### src/rtl/add_seq_defs.v
// FSM state encodings and slice width shared by the sequential adder files.
// Guarded so that several files may include it in one compilation.
`ifndef ADD_SEQ_DEFS_V
`define ADD_SEQ_DEFS_V

`define ADD_SEQ_SLICE_W  4
`define ADD_SEQ_ST_IDLE  2'd0
`define ADD_SEQ_ST_RUN   2'd1
`define ADD_SEQ_ST_DONE  2'd2

`endif

### src/rtl/add16_seq_pkg.sv
// Types and constants for add16_seq, built on the shared encoding header.
`include "add_seq_defs.v"

package add16_seq_pkg;

   localparam int SLICE_W = `ADD_SEQ_SLICE_W;

   typedef enum logic [1:0] {
      ST_IDLE = `ADD_SEQ_ST_IDLE,
      ST_RUN  = `ADD_SEQ_ST_RUN,
      ST_DONE = `ADD_SEQ_ST_DONE
   } state_e;

endpackage

### src/rtl/CLA4.sv
// 4-bit carry look-ahead adder: sum = a + b + cin, with every carry
// derived directly from generate/propagate terms rather than rippled.
module CLA4 (
   input  logic [3:0] a,
   input  logic [3:0] b,
   input  logic       cin,
   output logic [3:0] sum,
   output logic       cout
);

   logic [3:0] g;
   logic [3:0] p;
   logic [4:0] c;

   assign g = a & b;
   assign p = a ^ b;

   assign c[0] = cin;
   assign c[1] = g[0] | (p[0] & cin);
   assign c[2] = g[1] | (p[1] & g[0]) | (p[1] & p[0] & cin);
   assign c[3] = g[2] | (p[2] & g[1]) | (p[2] & p[1] & g[0])
               | (p[2] & p[1] & p[0] & cin);
   assign c[4] = g[3] | (p[3] & g[2]) | (p[3] & p[2] & g[1])
               | (p[3] & p[2] & p[1] & g[0])
               | (p[3] & p[2] & p[1] & p[0] & cin);

   assign sum  = p ^ c[3:0];
   assign cout = c[4];

endmodule

### src/rtl/add16_seq.sv
// Sequential adder/subtractor: one 4-bit slice per cycle, LSB first,
// through a single shared CLA4; subtraction is a + ~b + 1.
module add16_seq
   import add16_seq_pkg::*;
#(
   parameter int NIBBLES = 4
) (
   input  logic                       clk,
   input  logic                       rst_n,
   input  logic                       start,
   input  logic                       sub,
   input  logic [SLICE_W*NIBBLES-1:0] a,
   input  logic [SLICE_W*NIBBLES-1:0] b,
   output logic                       ready,
   output logic                       done,
   output logic [SLICE_W*NIBBLES-1:0] result,
   output logic                       cout,
   output logic                       ovf
);

   localparam int W     = SLICE_W * NIBBLES;
   localparam int IDX_W = (NIBBLES > 1) ? $clog2(NIBBLES) : 1;
   localparam logic [IDX_W-1:0] LAST_IDX = IDX_W'(NIBBLES - 1);

   state_e             state_q, state_d;
   logic [W-1:0]       a_q, a_d;
   logic [W-1:0]       b_q, b_d;
   logic               carry_q, carry_d;
   logic [IDX_W-1:0]   idx_q, idx_d;
   logic [W-1:0]       result_q, result_d;
   logic               cout_q, cout_d;
   logic               ovf_q, ovf_d;

   logic [SLICE_W-1:0] a_slice;
   logic [SLICE_W-1:0] b_slice;
   logic [SLICE_W-1:0] sum_slice;
   logic               slice_cout;

   assign a_slice = a_q[SLICE_W*int'(idx_q) +: SLICE_W];
   assign b_slice = b_q[SLICE_W*int'(idx_q) +: SLICE_W];

   CLA4 u_cla4 (
      .a    (a_slice),
      .b    (b_slice),
      .cin  (carry_q),
      .sum  (sum_slice),
      .cout (slice_cout)
   );

   always_comb begin
      state_d  = state_q;
      a_d      = a_q;
      b_d      = b_q;
      carry_d  = carry_q;
      idx_d    = idx_q;
      result_d = result_q;
      cout_d   = cout_q;
      ovf_d    = ovf_q;
      unique case (state_q)
         ST_IDLE: begin
            if (start) begin
               a_d     = a;
               b_d     = b ^ {W{sub}};
               carry_d = sub;
               idx_d   = '0;
               state_d = ST_RUN;
            end
         end
         ST_RUN: begin
            result_d[SLICE_W*int'(idx_q) +: SLICE_W] = sum_slice;
            carry_d = slice_cout;
            idx_d   = idx_q + IDX_W'(1);
            if (idx_q == LAST_IDX) begin
               // Top slice: its sum MSB is result[W-1], so overflow is known now.
               cout_d  = slice_cout;
               ovf_d   = (a_q[W-1] == b_q[W-1]) && (sum_slice[SLICE_W-1] != a_q[W-1]);
               idx_d   = '0;
               state_d = ST_DONE;
            end
         end
         ST_DONE: state_d = ST_IDLE;
         default: state_d = ST_IDLE;
      endcase
   end

   always_ff @(posedge clk) begin
      if (!rst_n) begin
         state_q  <= ST_IDLE;
         carry_q  <= 1'b0;
         idx_q    <= '0;
         result_q <= '0;
         cout_q   <= 1'b0;
         ovf_q    <= 1'b0;
      end else begin
         state_q  <= state_d;
         carry_q  <= carry_d;
         idx_q    <= idx_d;
         result_q <= result_d;
         cout_q   <= cout_d;
         ovf_q    <= ovf_d;
      end
   end

   // Operand registers only load on an accepted start, so they need no reset.
   always_ff @(posedge clk) begin
      a_q <= a_d;
      b_q <= b_d;
   end

   assign ready  = (state_q == ST_IDLE);
   assign done   = (state_q == ST_DONE);
   assign result = result_q;
   assign cout   = cout_q;
   assign ovf    = ovf_q;

endmodule

### config.mk
export PLATFORM = sky130hd
export DESIGN_NAME = add16_seq
export DESIGN_NICKNAME = d
export VERILOG_FILES = /design/src/rtl/add16_seq_pkg.sv /design/src/rtl/CLA4.sv /design/src/rtl/add16_seq.sv
export VERILOG_INCLUDE_DIRS = /design/src /design/src/rtl
export SDC_FILE = /design/constraint.sdc
export NUM_CORES = 1
export LEC_CHECK = 0
export ABC_AREA = 1
export ABC_CLOCK_PERIOD_IN_PS = 2800
export CELL_PAD_IN_SITES_DETAIL_PLACEMENT = 1
export CELL_PAD_IN_SITES_GLOBAL_PLACEMENT = 1
export CORE_ASPECT_RATIO = 0.9
export CORE_MARGIN = 3
export CORE_UTILIZATION = 24
export CTS_BUF_LIST = sky130_fd_sc_hd__clkbuf_2
export DETAILED_ROUTE_END_ITERATION = 12
export GPL_TIMING_DRIVEN = 0
export PLACE_DENSITY_LB_ADDON = 0.1
export SLEW_MARGIN = 20
export SYNTH_ARGS = -nofsm -noshare
export SYNTH_HDL_FRONTEND = slang
export SYNTH_SLANG_ARGS = --single-unit
export TNS_END_PERCENT = 20
### constraint.sdc
create_clock -name clk -period 2.8 [get_ports clk]
set_input_delay 0.56 -clock clk [delete_from_list [all_inputs] [get_ports clk]]
set_output_delay 0.56 -clock clk [all_outputs]
set_load 0.02 [all_outputs]
# Word-level counts from Yosys, hierarchy flattened
# Cells that the tools add are included.
[classes] n_shift=4 bitwise=30 add_sub_neg=2 muxes=9 eq_ne=7 n_reduce_logical=7
[ops] cell="4-bit negator with 33-bit output" n=1
[ops] cell="4-bit by 33-bit variable shift with 16-bit output, first input constant" n=1
[ops] cell="4-bit by 33-bit variable part select with 16-bit output" n=1
[ops] cell="16-bit by 5-bit variable part select with 4-bit output" n=2
[ops] cell="1-bit bitwise AND" n=16
[ops] cell="16-bit bitwise mux" n=1
[ops] cell="16-bit bitwise XOR" n=1
[ops] cell="1-bit OR" n=10
[ops] cell="2-bit 2-to-1 mux" n=4
[ops] cell="2-bit case mux with 2 select lines" n=2
[ops] cell="2-bit AND reduction" n=4
[ops] cell="4-bit bitwise XOR" n=2
[ops] cell="4-bit bitwise AND" n=1
[ops] cell="2-bit == test, second input constant" n=2
[ops] cell="2-bit inequality test, second input constant" n=2
[ops] cell="2-bit by 1-bit adder with 2-bit output, second input constant" n=1
[ops] cell="2-bit by 1-bit == test with 1-bit output, second input constant" n=1
[ops] cell="2-bit logical NOT" n=1
[ops] cell="1-bit case mux with 2 select lines" n=1
[ops] cell="2-bit nonzero test" n=1
[ops] cell="1-bit == test" n=1
[ops] cell="1-bit logical AND" n=1
[ops] cell="1-bit 2-to-1 mux" n=1
[ops] cell="1-bit inequality test" n=1
[word_totals] input_bits=36 output_inout_bits=20 wordCells=67 reg_bits=55

# Logic depth before layout (Yosys ltp)
[depth] ltp_word=9 mapped_depth=16 ltp_nobuf=15

# Modules after synthesis
# A second synthesis with hierarchy kept.
[hier_totals] hier_cells=282 hier_area_um2=2710.1
[modules_own_cells] mod="add16_seq" cells_per_inst=251 area_per_inst_um2=2521.2 n_inst=1 seq_area_each_um2=1421.4
[modules_own_cells] mod="CLA4" cells_per_inst=31 area_per_inst_um2=188.9 n_inst=1 seq_area_each_um2=0.0

# Worst setup path before layout
# Ideal clock, no wire load.
[synth_path] path_kind="register to register" startpoint="reg idx_q[0]" endpoint="reg result_q[7], in the netlist result[7]" path_buffers=1 path_stages_with_launch=15 path_slack_ps=756 period_less_slack_ps=2044 t_arrival_ps=1972 required_time_ps=2728 setup_time_ps=72 cell_sequence="dfxtp_1 inv_2 clkbuf_1 nor2_1 o22ai_1 ha_1 nand2_1 nand2_1 nor2_1 nand2_1 nand2_1 nand3_1 nor2_1 nand2_1 a21oi_1"
[synth_between] elab_chain_len=9 word_cells_on_any_way=24 classes_between="add/sub (1); shift (4); mux (1); bitwise (18)"
[synth_rtl] element="start, declared" line_no="add16_seq.sv:29" source="logic [IDX_W-1:0] idx_q, idx_d;"
[synth_rtl] element="start signal, assigned" line_no="add16_seq.sv:97" source="idx_q <= idx_d;"
[synth_rtl] element="16-bit by 5-bit variable part select with 4-bit output, on equally long branches" line_no="add16_seq.sv:39, add16_seq.sv:40"
[synth_rtl] element="4-bit bitwise XOR / 4-bit bitwise AND (equally long branches)" line_no="CLA4.sv:16, CLA4.sv:15"
[synth_rtl] element="1-bit bitwise AND, on equally long branches" line_no="CLA4.sv:21, CLA4.sv:22"
[synth_rtl] element="1-bit OR, or another cell as far along" line_no="CLA4.sv:21" source="assign c[3] = g[2] | (p[2] & g[1]) | (p[2] & p[1] & g[0])"
[synth_rtl] element="1-bit OR / 1-bit bitwise AND (equally long branches)" line_no="CLA4.sv:21, CLA4.sv:22"
[synth_rtl] element="1-bit OR" line_no="CLA4.sv:22" source="| (p[2] & p[1] & p[0] & cin);"
[synth_rtl] element="4-bit bitwise XOR" line_no="CLA4.sv:27" source="assign sum = p ^ c[3:0];"
[synth_rtl] element="4-bit by 33-bit variable part select with 16-bit output" line_no="add16_seq.sv:70" source="result_d[SLICE_W*int'(idx_q) +: SLICE_W] = sum_slice;"
[synth_rtl] element="16-bit bitwise mux (*)" line_no="add16_seq.sv:70"
[synth_rtl] element="end signal, assigned" line_no="add16_seq.sv:98" source="result_q <= result_d;"
[synth_rtl] element="end, declared" line_no="add16_seq.sv:30" source="logic [W-1:0] result_q, result_d;"
# Every way passes the cells marked *; elsewhere a longest branch is shown, timed or not.
# A chain may end at the register's enable or synchronous reset.

# Final worst setup path
[layout_path] startpoint="reg idx_q[1]" endpoint="reg result_q[14], in the netlist result[14]"
# The elaborated chain is that of the path after synthesis.

==> results.md <==
- The clock drives 55 sinks.
- After synthesis, the cell types taking the most area are edfxtp_1 38%, dfxtp_1 18%, nand2_1 7.0%.
- The floorplan has 34 rows.
- Synthesis produced a netlist with a net count of 302.
- On the final layout, the worst hold slack is around 0.48 ns.
- The number of cells on the worst reg-to-reg path is 14.
- The number of violations of the max-capacitance limit is 0.
- The share of the core filled with cells in the final layout is between 30% and 40%.
- The most common cell after layout, fill and taps aside is clkdlybuf4s50_1.
- The count of pins over their slew limit is 0.
- The post-place instance area is ~3200 um2.
- The via count of the first global-routing pass is between 2000 and 2500.
- The flow ran to the end, and the final reports show no timing, DRC or antenna violations.
- The wire length of the first global-routing pass is slightly above 10000 um.
- The final count of hold timing violations is 0.
- Setup repair after global routing left no endpoint under its margin.
- The portion of synthesized cell area occupied by the leading cell type is a little under two fifths.
- The average instance area after synthesis is between 9 and 10 um2.
- The final cell area excluding filler cells is ~3300 um2.
- The classification of the worst-slack hold path is flip-flop to flip-flop.
- In the routed layout, each cell is associated on average with a via count of between 4 and 5.
- After detailed placement, the design holds a cell count of between 400 and 500.
- Synthesis produced 255 cells.
- Measured along the y axis, the die boundary spans a little over 100 um.
- Dividing the final minimum period by the clock period gives between 80% and 90%.
- The number of standard cells in the layout, taps in and fillers out is about 450.
- The number of warnings printed during yosys synthesis is 0.
- At the pin with the least slew margin, the transition time is approximately 0.72 ns.
- Counting the buffers created by CTS gives 5.
- The time the final worst path needs with I/O delays and setup is 2.42 ns.
- The net count of the finished layout is around 370.
- The top cell types in the final layout, fill and taps aside, are 54 x clkdlybuf4s50_1, 47 x nand2_1, 32 x edfxtp_1, 31 x nor2_1, 21 x dfxtp_1.
- The first routing iteration left 41 violations.
- STA puts the critical path data arrival time at approximately 2.8 ns.
- The routed via count is 1905.
- The die covers 11700 um2.
- For the worst setup path, the data required time is 3.18 ns.
- The maximum number of buffers from clock root to sink is 2.
- The CTS clock-pin slew for the worst setup and hold paths is ~0.25 ns.
- The iteration count of the initial detailed-routing pass is 4.
- After detailed routing, the average wire length per cell comes to around 14 um.
- The highest attainable clock frequency is about 0.41 GHz.
- The synthesized netlist occupies a cell area of around 2500 um2.
- TritonCTS built the clock tree.
- The number of antenna cells inserted is 0.
- After detailed routing, the number of remaining DRC violations is 0.
- The cell depth of the worst min-delay path is 2.
- The initial antenna violation count is 0.
- The top cell type by total area after synthesis is edfxtp_1.
- The post-route netlist has 9.69% of its cells at a drive strength greater than 1.
- The cell at the root of the clock tree is clkbuf_2.
- The final setup violation count is 0.
- For the worst-skew pair, the clock arrives at the later sink with an insertion delay of roughly 0.43 ns.
- The starting density of the core is between 20% and 30%.
- The pin count of the biggest net entering global routing is 35.
- The area added between synthesis and finish is 30.9%.
- The wire length after detailed routing is between 6000 and 7000 um.
- The die is about 110 um wide.
- Global routing consumed, over all layers together, between 10 and 15% of the routing resources.
- The worst setup path category is flip-flop to flip-flop.
- The worst IR drop on VDD is 0.000153 V.
- In this run the worst path has a maximum fanout of 10.
- The count of input and output buffers is 54.
- The worst setup path is launched from a flip-flop.
- Detailed placement ended at an HPWL of about 4600 um.
- The number of synthesized register bits is between 50 and 60.
- For the final database, setup skew stands at between 0.01 and 0.015 ns.
- In this run the tightest slew margin relative to its limit is 51.9%.
- Summed over all cells, the static leakage comes to 1.22 nW.
- The core outline area is ~10000 um2.
- The maximum level of the CTS H-tree is 2.
- The nature of the critical path endpoint is a flip-flop.
- In this run the power density over the cells is around 490 nW/um2.
- Routability-driven placement finished with a final weighted congestion of between 0.7 and 0.8.
- The number of library cell types mapped by synthesis is 27.
- The number of primary I/O pins is 56.
- The count of nets left with antenna violations once routing finished came out at 0.
- Global routing finished with a remaining overflow of 0.
- The count of filler cells inserted in the layout is 1202.
- For this run, the register share of the synthesized area comes to 56.5%.
[flip-flops by register name, indices dropped and copies added (netlist names)]
signal,flops
a_q,16
b_q,16
result,16
idx_q,2
state_q,2
carry_q,1
cout,1
ovf,1
[worst paths after layout]
path         slack [ns]      start          to
min                0.48  result[3]   result[3]
max                0.38   idx_q[1]  result[14]
max reg2reg        0.38   idx_q[1]  result[14]
min reg2reg        0.48  result[3]   result[3]
[critical path, cell delays in order (launching register included)]
cell,delay (ns)
dfxtp_2,0.41
clkbuf_4,0.23
clkinvlp_4,0.18
buf_4,0.17
o21ai_0,0.06
o22ai_1,0.15
ha_1,0.33
nand2_1,0.05
nand2_1,0.09
o21ai_0,0.09
nand2_1,0.08
nand2_1,0.05
nor2_1,0.22
nand3_1,0.13
a21oi_1,0.13
[per-layer routing]
metal  GRT usage (%)  part of all wire, %  up-vias
met3            2.82                  4.4        5
met2            18.9                   46       36
met5               0                    0        -
met1            14.5                   48      878
met4            3.01                  1.1        0
li1                -                    -      986
[cell families (layout without fill, tap and decap cells)]
| group | after synthesis | after routing | share of synthesized area (%) |
|---|---|---|---|
| xor+xnor | 17 | 17 | 5.92 |
| buf+inv | 27 | 92 | 4.13 |
| flops | 55 | 55 | 56.5 |
| fa+ha+maj | 11 | 11 | 5.77 |
| compound gates | 50 | 50 | 11.1 |
| simple gates | 95 | 95 | 16.5 |
[synth_stat cells]
master and number:
nor2_2 3, nand4_1 1, o21ai_0 18, o21bai_1 1, o21ai_1 1, clkinv_1 2
nor2_8 1, edfxtp_1 32, buf_2 2, fa_1 1, a21oi_1 15, inv_2 3
o22ai_1 8, xor2_1 17, dfxtp_1 23, a31oi_1 1, clkbuf_1 6, a22oi_1 3
ha_1 10, nand2_2 1, inv_1 14, o21a_1 2, nor4_4 1, nand3_1 10
nand2_1 47, o211ai_1 1, nor2_1 31
[layout make-up]
cell class	count	area, um2	area share [%]
Tap cell	126	158	4.79
Buffer	8	41.3	1.26
Multi-Input combinational cell	173	988	30.0
Timing Repair Buffer	57	563	17.1
Inverter	19	75.1	2.28
Sequential cell	55	1420	43.3
Clock buffer	8	40.0	1.22
[where the power goes]
group          leakage, nW  switching, W  internal (W)
combinational        0.689      0.000218      0.000146
sequential           0.493     0.0000207      0.000911
clock               0.0332      0.000237     0.0000734
total                 1.22      0.000476       0.00113
[repair_timing]
item | CTS | global route
hold buffers | 0 | 0
resized for setup | 3 | 9
endpoints found under the setup margin | 5 | 11
cloned | 0 | 0
setup buffers | 0 | 3
[stage by stage]
stage	TNS [ns]	total power, W	setup WS (ns)
global route	0	0.00172	0.0292
finish	0	0.00161	0.377
floorplan	0	0.00117	0.756
global placement	-0.109	0.00131	-0.0492
detailed placement	-0.117	0.00132	-0.0603
CTS	0	0.00163	0.0111
No activity file was read; power rests on OpenSTA's default activity.
